<file path="config.mk">
export PLATFORM = sky130hd
export DESIGN_NAME = emergency_response_flat
export DESIGN_NICKNAME = d
export VERILOG_FILES = /design/src/rtl/emergency_response_if.sv /design/src/rtl/emergency_response.sv /design/src/flat_wrapper.sv
export SDC_FILE = /design/constraint.sdc
export NUM_CORES = 1
export LEC_CHECK = 0
export CORE_AREA = 2 2 53 42
export DETAILED_ROUTE_END_ITERATION = 8
export DIE_AREA = 0 0 55 44
export HOLD_SLACK_MARGIN = 0.15
export MAX_ROUTING_LAYER = met4
export PLACE_DENSITY_LB_ADDON = 0.2
export SYNTH_ARGS = -nofsm -noshare
export SYNTH_HDL_FRONTEND = slang
export SYNTH_SLANG_ARGS = --single-unit
</file>
<file path="constraint.sdc">
create_clock -name clk -period 1.62 [get_ports clk]
set_input_delay 0.324 -clock clk [delete_from_list [all_inputs] [get_ports clk]]
set_output_delay 0.324 -clock clk [all_outputs]
set_load 0.01 [all_outputs]
</file>
<file path="src/rtl/emergency_response_if.sv">
// Emergency response bus: level flags from the flag logic and car state in,
// car actions and FSM state out. The sos_count member exists only when the
// EMERGENCY_COUNT_EN macro is defined.
interface emergency_response_if
`ifdef EMERGENCY_COUNT_EN
  #(parameter int CNT_W = 8)
`endif
  ;
  logic       sos_mode;
  logic       weight_limit_exceeded;
  logic       door;
  logic       moving;
  logic       motion_inhibit;
  logic       door_open_req;
  logic       alarm;
  logic [2:0] state;
`ifdef EMERGENCY_COUNT_EN
  logic [CNT_W-1:0] sos_count;
`endif

`ifdef EMERGENCY_COUNT_EN
  modport master (
    output sos_mode, weight_limit_exceeded, door, moving,
    input  motion_inhibit, door_open_req, alarm, state, sos_count
  );
  modport slave (
    input  sos_mode, weight_limit_exceeded, door, moving,
    output motion_inhibit, door_open_req, alarm, state, sos_count
  );
`else
  modport master (
    output sos_mode, weight_limit_exceeded, door, moving,
    input  motion_inhibit, door_open_req, alarm, state
  );
  modport slave (
    input  sos_mode, weight_limit_exceeded, door, moving,
    output motion_inhibit, door_open_req, alarm, state
  );
`endif
endinterface

</file>
<file path="src/rtl/emergency_response.sv">
// Emergency response sequencer: turns SOS / overweight flags into motion
// inhibit, door-open request and alarm drive, sequencing
// stop -> hold -> timed recovery. All outputs are registered.
// Optional feature: define EMERGENCY_COUNT_EN to add the saturating
// sos_count output (entries into STOP).
module emergency_response #(
  parameter int BLINK_DIV      = 4,
  parameter int RECOVER_CYCLES = 8
`ifdef EMERGENCY_COUNT_EN
  ,
  parameter int CNT_W          = 8
`endif
) (
  input  logic                 clk,
  input  logic                 reset_n,
  emergency_response_if.slave  bus
);

  typedef enum logic [2:0] {
    IDLE       = 3'd0,
    STOP       = 3'd1,
    SOS_HOLD   = 3'd2,
    OVERWEIGHT = 3'd3,
    RECOVER    = 3'd4
  } state_t;

  // Blink counter runs over one full on/off period; recovery counter holds at its terminal.
  localparam int BW = $clog2(2 * BLINK_DIV + 1);
  localparam int RW = $clog2(RECOVER_CYCLES + 1);
  localparam logic [BW-1:0] BLINK_LAST = BW'(2 * BLINK_DIV - 1);
  localparam logic [BW-1:0] BLINK_ON   = BW'(BLINK_DIV);
  localparam logic [RW-1:0] REC_LAST   = RW'(RECOVER_CYCLES - 1);

  state_t        state_q, state_d;
  logic [BW-1:0] blink_cnt_q, blink_cnt_d;
  logic [RW-1:0] rec_cnt_q, rec_cnt_d;
  logic          motion_inhibit_q, motion_inhibit_d;
  logic          door_open_req_q, door_open_req_d;
  logic          alarm_q, alarm_d;
`ifdef EMERGENCY_COUNT_EN
  logic [CNT_W-1:0] sos_count_q, sos_count_d;
`endif

  // Next state and per-state counters; counters default to 0 so every entry starts them cleared.
  always_comb begin
    state_d     = state_q;
    blink_cnt_d = '0;
    rec_cnt_d   = '0;
    case (state_q)
      IDLE: begin
        if (bus.sos_mode)                   state_d = STOP;
        else if (bus.weight_limit_exceeded) state_d = OVERWEIGHT;
      end
      STOP: begin
        if (!bus.moving) state_d = bus.sos_mode ? SOS_HOLD : RECOVER;
      end
      SOS_HOLD: begin
        if (!bus.sos_mode) state_d = RECOVER;
        else blink_cnt_d = (blink_cnt_q == BLINK_LAST) ? '0 : blink_cnt_q + 1'b1;
      end
      OVERWEIGHT: begin
        if (bus.sos_mode)                    state_d = STOP;
        else if (!bus.weight_limit_exceeded) state_d = RECOVER;
      end
      RECOVER: begin
        if (bus.sos_mode)                   state_d = STOP;
        else if (bus.weight_limit_exceeded) state_d = OVERWEIGHT;
        else if (rec_cnt_q == REC_LAST) begin
          rec_cnt_d = rec_cnt_q;
          if (!bus.door) state_d = IDLE;
        end else begin
          rec_cnt_d = rec_cnt_q + 1'b1;
        end
      end
      default: state_d = IDLE;
    endcase
  end

  // Output values for the coming cycle, decoded from the next state so they land registered.
  always_comb begin
    motion_inhibit_d = (state_d != IDLE);
    door_open_req_d  = (state_d == SOS_HOLD) || (state_d == OVERWEIGHT);
    alarm_d          = (state_d == OVERWEIGHT) ||
                       ((state_d == SOS_HOLD) && (blink_cnt_d < BLINK_ON));
  end

`ifdef EMERGENCY_COUNT_EN
  // Count each fresh entry into STOP, saturating at all-ones.
  always_comb begin
    sos_count_d = sos_count_q;
    if ((state_d == STOP) && (state_q != STOP) && (sos_count_q != '1))
      sos_count_d = sos_count_q + 1'b1;
  end
`endif

  // State, counters and output registers with synchronous active-low reset.
  always_ff @(posedge clk) begin
    if (!reset_n) begin
      state_q          <= IDLE;
      blink_cnt_q      <= '0;
      rec_cnt_q        <= '0;
      motion_inhibit_q <= 1'b0;
      door_open_req_q  <= 1'b0;
      alarm_q          <= 1'b0;
`ifdef EMERGENCY_COUNT_EN
      sos_count_q      <= '0;
`endif
    end else begin
      state_q          <= state_d;
      blink_cnt_q      <= blink_cnt_d;
      rec_cnt_q        <= rec_cnt_d;
      motion_inhibit_q <= motion_inhibit_d;
      door_open_req_q  <= door_open_req_d;
      alarm_q          <= alarm_d;
`ifdef EMERGENCY_COUNT_EN
      sos_count_q      <= sos_count_d;
`endif
    end
  end

  assign bus.state          = state_q;
  assign bus.motion_inhibit = motion_inhibit_q;
  assign bus.door_open_req  = door_open_req_q;
  assign bus.alarm          = alarm_q;
`ifdef EMERGENCY_COUNT_EN
  assign bus.sos_count      = sos_count_q;
`endif

endmodule

</file>
<file path="src/flat_wrapper.sv">
// flat-port wrapper written by rule: the top's interface ports become plain ports
module emergency_response_flat 
#(
  parameter int BLINK_DIV      = 4,
  parameter int RECOVER_CYCLES = 8

)
  (clk, reset_n, bus_sos_mode, bus_weight_limit_exceeded, bus_door, bus_moving, bus_motion_inhibit, bus_door_open_req, bus_alarm, bus_state);
  emergency_response_if bus_i ();
  input  logic clk;
  input  logic reset_n;
  input wire logic [$bits(bus_i.sos_mode)-1:0] bus_sos_mode;
  input wire logic [$bits(bus_i.weight_limit_exceeded)-1:0] bus_weight_limit_exceeded;
  input wire logic [$bits(bus_i.door)-1:0] bus_door;
  input wire logic [$bits(bus_i.moving)-1:0] bus_moving;
  output wire logic [$bits(bus_i.motion_inhibit)-1:0] bus_motion_inhibit;
  output wire logic [$bits(bus_i.door_open_req)-1:0] bus_door_open_req;
  output wire logic [$bits(bus_i.alarm)-1:0] bus_alarm;
  output wire logic [$bits(bus_i.state)-1:0] bus_state;
  assign bus_i.sos_mode = bus_sos_mode;
  assign bus_i.weight_limit_exceeded = bus_weight_limit_exceeded;
  assign bus_i.door = bus_door;
  assign bus_i.moving = bus_moving;
  assign bus_motion_inhibit = bus_i.motion_inhibit;
  assign bus_door_open_req = bus_i.door_open_req;
  assign bus_alarm = bus_i.alarm;
  assign bus_state = bus_i.state;
  emergency_response #(.BLINK_DIV(BLINK_DIV), .RECOVER_CYCLES(RECOVER_CYCLES)) u_core (.clk(clk), .reset_n(reset_n), .bus(bus_i));
endmodule
</file>
==> impl_metrics.csv <==
group,metric,value,unit
outcome,outcome,"complete, no violations",
setup_path,cpLargestDelayFamily,"buffers and inverters",
min_path,hold_path_startpoint,"u_core.blink_cnt_q[0]$_SDFF_PP0_",
detailed_routing,detail_route.vias_per_cell,4.85,
setup_path,crit_required,1.30,ns
setup_path,cp_num_buf_inv,1,
timing,total_count_of_max_transition_violations_in_the_final_report,0,
timing,post-route-min-period,1.57,ns
placement,placed_area,805,um2
yosys,postSynth.topFlopCell,"sky130_fd_sc_hd__dfxtp_1",
setup_path,setup.worst_path.class,"reg -> out",
yosys,synth_async_sr_flop_share,0,%
timing,clock.fmax,0.639,GHz
grt,grt_antenna_before_repair,0,
timing,unrepaired_setup_endpoints_after_global_routing,"no",
setup_path,setup.worst_path.start_class,"flop",
setup_path,worstSetupEndpointType,"output port",
detailed_routing,drc,0,
die,floorplan.initialDensity,33.1,%
yosys,synth.top_cells.by_count,"sky130_fd_sc_hd__dfxtp_1, sky130_fd_sc_hd__nor2_1, sky130_fd_sc_hd__nand3_1, sky130_fd_sc_hd__nand2_1",
clock_tree,cts_root_buffer,"sky130_fd_sc_hd__clkbuf_4",
clock_tree,cts_made_buffers,3,
setup_path,cpMaxStageDelayCell,"sky130_fd_sc_hd__clkdlybuf4s50_1",
yosys,synthesis.yosys.warnings,0,
power_and_ir_drop,p_leak,0.346,nW
yosys,synth-edff-count,0,
clock_tree,cts.reportedPaths.clkPinSlew,0.09,ns
grt,via_count_of_the_first_global_routing_pass,418,
min_path,hp-class,"reg -> reg",
placement,portBuffers,11,
clock_tree,clkSinkCount,14,
setup_path,r2r_setup_slack,0.24,ns
detailed_routing,antenna_violating_nets_post_route,0,
yosys,ys_top_cells_by_area,"sky130_fd_sc_hd__dfxtp_1, sky130_fd_sc_hd__nor2_1, sky130_fd_sc_hd__ha_1, sky130_fd_sc_hd__nand3_1, sky130_fd_sc_hd__a31oi_1",
cells_and_area,nNetsFinal,100,
power_and_ir_drop,design_power_total,748,uW
timing,final-setup-viol-count,0,
yosys,mappedNetlistArea,638,um2
min_path,hold-path-cell-count,1,
clock_tree,tritoncts_clock_tree,"yes",
yosys,syn_nets,79,
detailed_routing,detail_route.wirelength,1230,um
timing,finalSetupTns,0,ns
cells_and_area,flow.area_growth_from_synthesis,34.9,%
yosys,syn_avg_cell_area,8.99,um2
setup_path,crit-reg2reg-launch,"u_core.rec_cnt_q[0]$_SDFFE_PP0P_",
yosys,synthDistinctLibCells,31,
placement,post-place-ws,-0.227,ns
yosys,yosys.area.top_type_share,43.9,%
timing,max_slew.worst_pin.slew,0.346,ns
timing,slew_headroom,76.3,%
die,placement_rows,14,
power_and_ir_drop,power_density,869,mW/mm2
clock_tree,clk-insertion-delay-late,0.28,ns
timing,finalClockSkew,0.00674,ns
timing,timing_hold_violations_final,0,
placement,placed_cells_incl_taps,110,
grt,globalRoute.totalOverflow,0,
cells_and_area,finish.cell_count_without_fillers,115,
setup_path,crit-reg2reg-capture,"u_core.bus.motion_inhibit$_SDFF_PN0_",
setup_path,cp_max_fo,10,
clock_tree,htree_num_levels,1,
yosys,synthCells,71,
cells_and_area,layout.cell_area.non_filler,861,um2
yosys,ys_seq_area_share,43.9,%
die,boundaryPins,12,
setup_path,timing.critical_path.cells,"clkdlybuf4s50_1",
timing,worst_slack,0.0546,ns
setup_path,cpPeakStageDelay,0.55,ns
clock_tree,clock_tree.buffer_depth,2,
yosys,synth_top_cell_by_area,"sky130_fd_sc_hd__dfxtp_1",
yosys,yosysMostFrequentCell,"sky130_fd_sc_hd__dfxtp_1",
grt,grt_max_degree,12,
grt,global_route_wire_length_before_repair,1860,um
placement,gpl.final_weighted_congestion,0.805,
power_and_ir_drop,power.ir.vdd_worst,0.000609,V
die,die_h,44,um
detailed_routing,first_drt_pass_iteration_count,4,
min_path,hold_path_end,"u_core.blink_cnt_q[0]$_SDFF_PP0_",
detailed_routing,detail_route.iter0.violations,10,
die,die_area,0.00242,mm2
die,fp.dieW,55,um
flow_run,cap_viol_max_count,0,
detailed_routing,num_vias,558,
setup_path,ff_to_ff_path_depth,5,
yosys,ys_ff_latch,14,
placement,hpwl,914,um
die,core_area,0.00193,mm2
grt,grt.total_usage,11.6,%
detailed_routing,avgRoutedWirePerCell,10.7,um
timing,final_min_period_over_clock_period,96.6,%
setup_path,critPathArrivalTime,1.24,ns
cells_and_area,post_route_cells_drive_above_1_share,17.6,%
cells_and_area,diodes,0,
[registers in the layout (all words and copies together), names as in the netlist]
signal and cells:
u_core.bus.alarm 1, u_core.bus.motion_inhibit 1, u_core.bus.state 3, u_core.blink_cnt_q 4, u_core.bus.door_open_req 1, u_core.rec_cnt_q 4
[cell type report]
class	count	area, um2
inverter	3	11.3
sequential	14	288
clock buffer	4	36.3
multi-input combinational	52	330
fill	193	1070
tap	24	30.0
timing repair buffer	18	165
[metrics by stage]
| stage | utilization (%) | hold WS, ns |
|---|---|---|
| after floorplan | - | 0.430 |
| after global placement | 41.8 | 0.444 |
| after detailed placement | 41.8 | 0.456 |
| after CTS | 43.8 | 0.477 |
| after global routing | 44.7 | 0.498 |
| final | 44.7 | 0.466 |
[power breakdown]
group,internal (mW),total (mW),switching (mW)
Combinational,0.0683,0.114,0.0455
Sequential,0.362,0.382,0.0197
Clock,0.137,0.253,0.116
[layout by cell type (no fill, tap or decap), drive strengths merged]
master / n
xor2: 2
nor3b: 1
o211ai: 1
a21oi: 1
nand4: 1
nor3: 3
dlymetal6s2s: 1
nand2: 4
or3: 1
nand4b: 1
clkdlybuf4s50: 10
nor2: 12
clkbuf: 4
o21ai: 2
ha: 2
a31oi: 4
a2111oi: 1
a21boi: 1
dfxtp: 14
and3: 1
xnor2: 1
mux2i: 1
o221ai: 1
nand3: 5
inv: 3
nor2b: 1
buf: 7
nand3b: 2
and4: 1
nor4b: 1
o21a: 1
[worst max-delay path by stage]
| stage | startpoint | endpoint | slack [ns] | cells after the start |
|---|---|---|---|---|
| 2_1_floorplan | u_core.bus.state[1]$_SDFF_PN0_ | u_core.bus.motion_inhibit$_SDFF_PN0_ | 0.23 | 5 |
| 3_3_place_gp | bus_sos_mode | u_core.bus.motion_inhibit$_SDFF_PN0_ | -0.21 | 5 |
| 3_5_place_dp | bus_sos_mode | u_core.bus.motion_inhibit$_SDFF_PN0_ | -0.23 | 5 |
| 4_1_cts | u_core.bus.state[1]$_SDFF_PN0_ | bus_state[1] | 0.0002 | 1 |
| 5_1_grt | u_core.bus.state[0]$_SDFF_PN0_ | bus_state[0] | 0.003 | 1 |
| 6_report | u_core.bus.state[0]$_SDFF_PN0_ | bus_state[0] | 0.05 | 1 |
[logic make-up (layout without fill, tap and decap cells)]
| logic type | count (synthesis) | after routing | share of synthesized area (%) |
|---|---|---|---|
| AND/OR/NAND/NOR | 34 | 34 | 28.2 |
| adder cells (fa/ha/maj) | 2 | 2 | 3.92 |
| buffers and inverters | 5 | 25 | 4.71 |
| XOR/XNOR | 3 | 3 | 4.12 |
| flip-flops | 14 | 14 | 43.9 |
| multiplexers | 1 | 1 | 1.57 |
| AO/OA/AOI/OAI | 12 | 12 | 13.5 |
[what timing repair did]
action,in CTS,in global routing
pin swaps,0,0
setup buffers,0,1
setup endpoints to repair,2,3
gates resized for setup,2,4
hold buffers,0,0
[per-layer routing]
layer	GRT usage (%)	up-vias	part of all wire (%)
li1	-	296	-
met1	16.7	253	53
met2	13.8	9	42
met3	7.24	0	5.6
met4	1.46	0	0
met5	-	-	0
[worst reg2reg max path: stages, from the launching register on]
cell                       delay [ns]
sky130_fd_sc_hd__dfxtp_1         0.38
sky130_fd_sc_hd__ha_1            0.22
sky130_fd_sc_hd__nand3b_1        0.11
sky130_fd_sc_hd__nor2_1          0.10
sky130_fd_sc_hd__o221ai_1        0.14
sky130_fd_sc_hd__or3_1           0.32
Note: power is estimated with default switching activity, not from simulation.
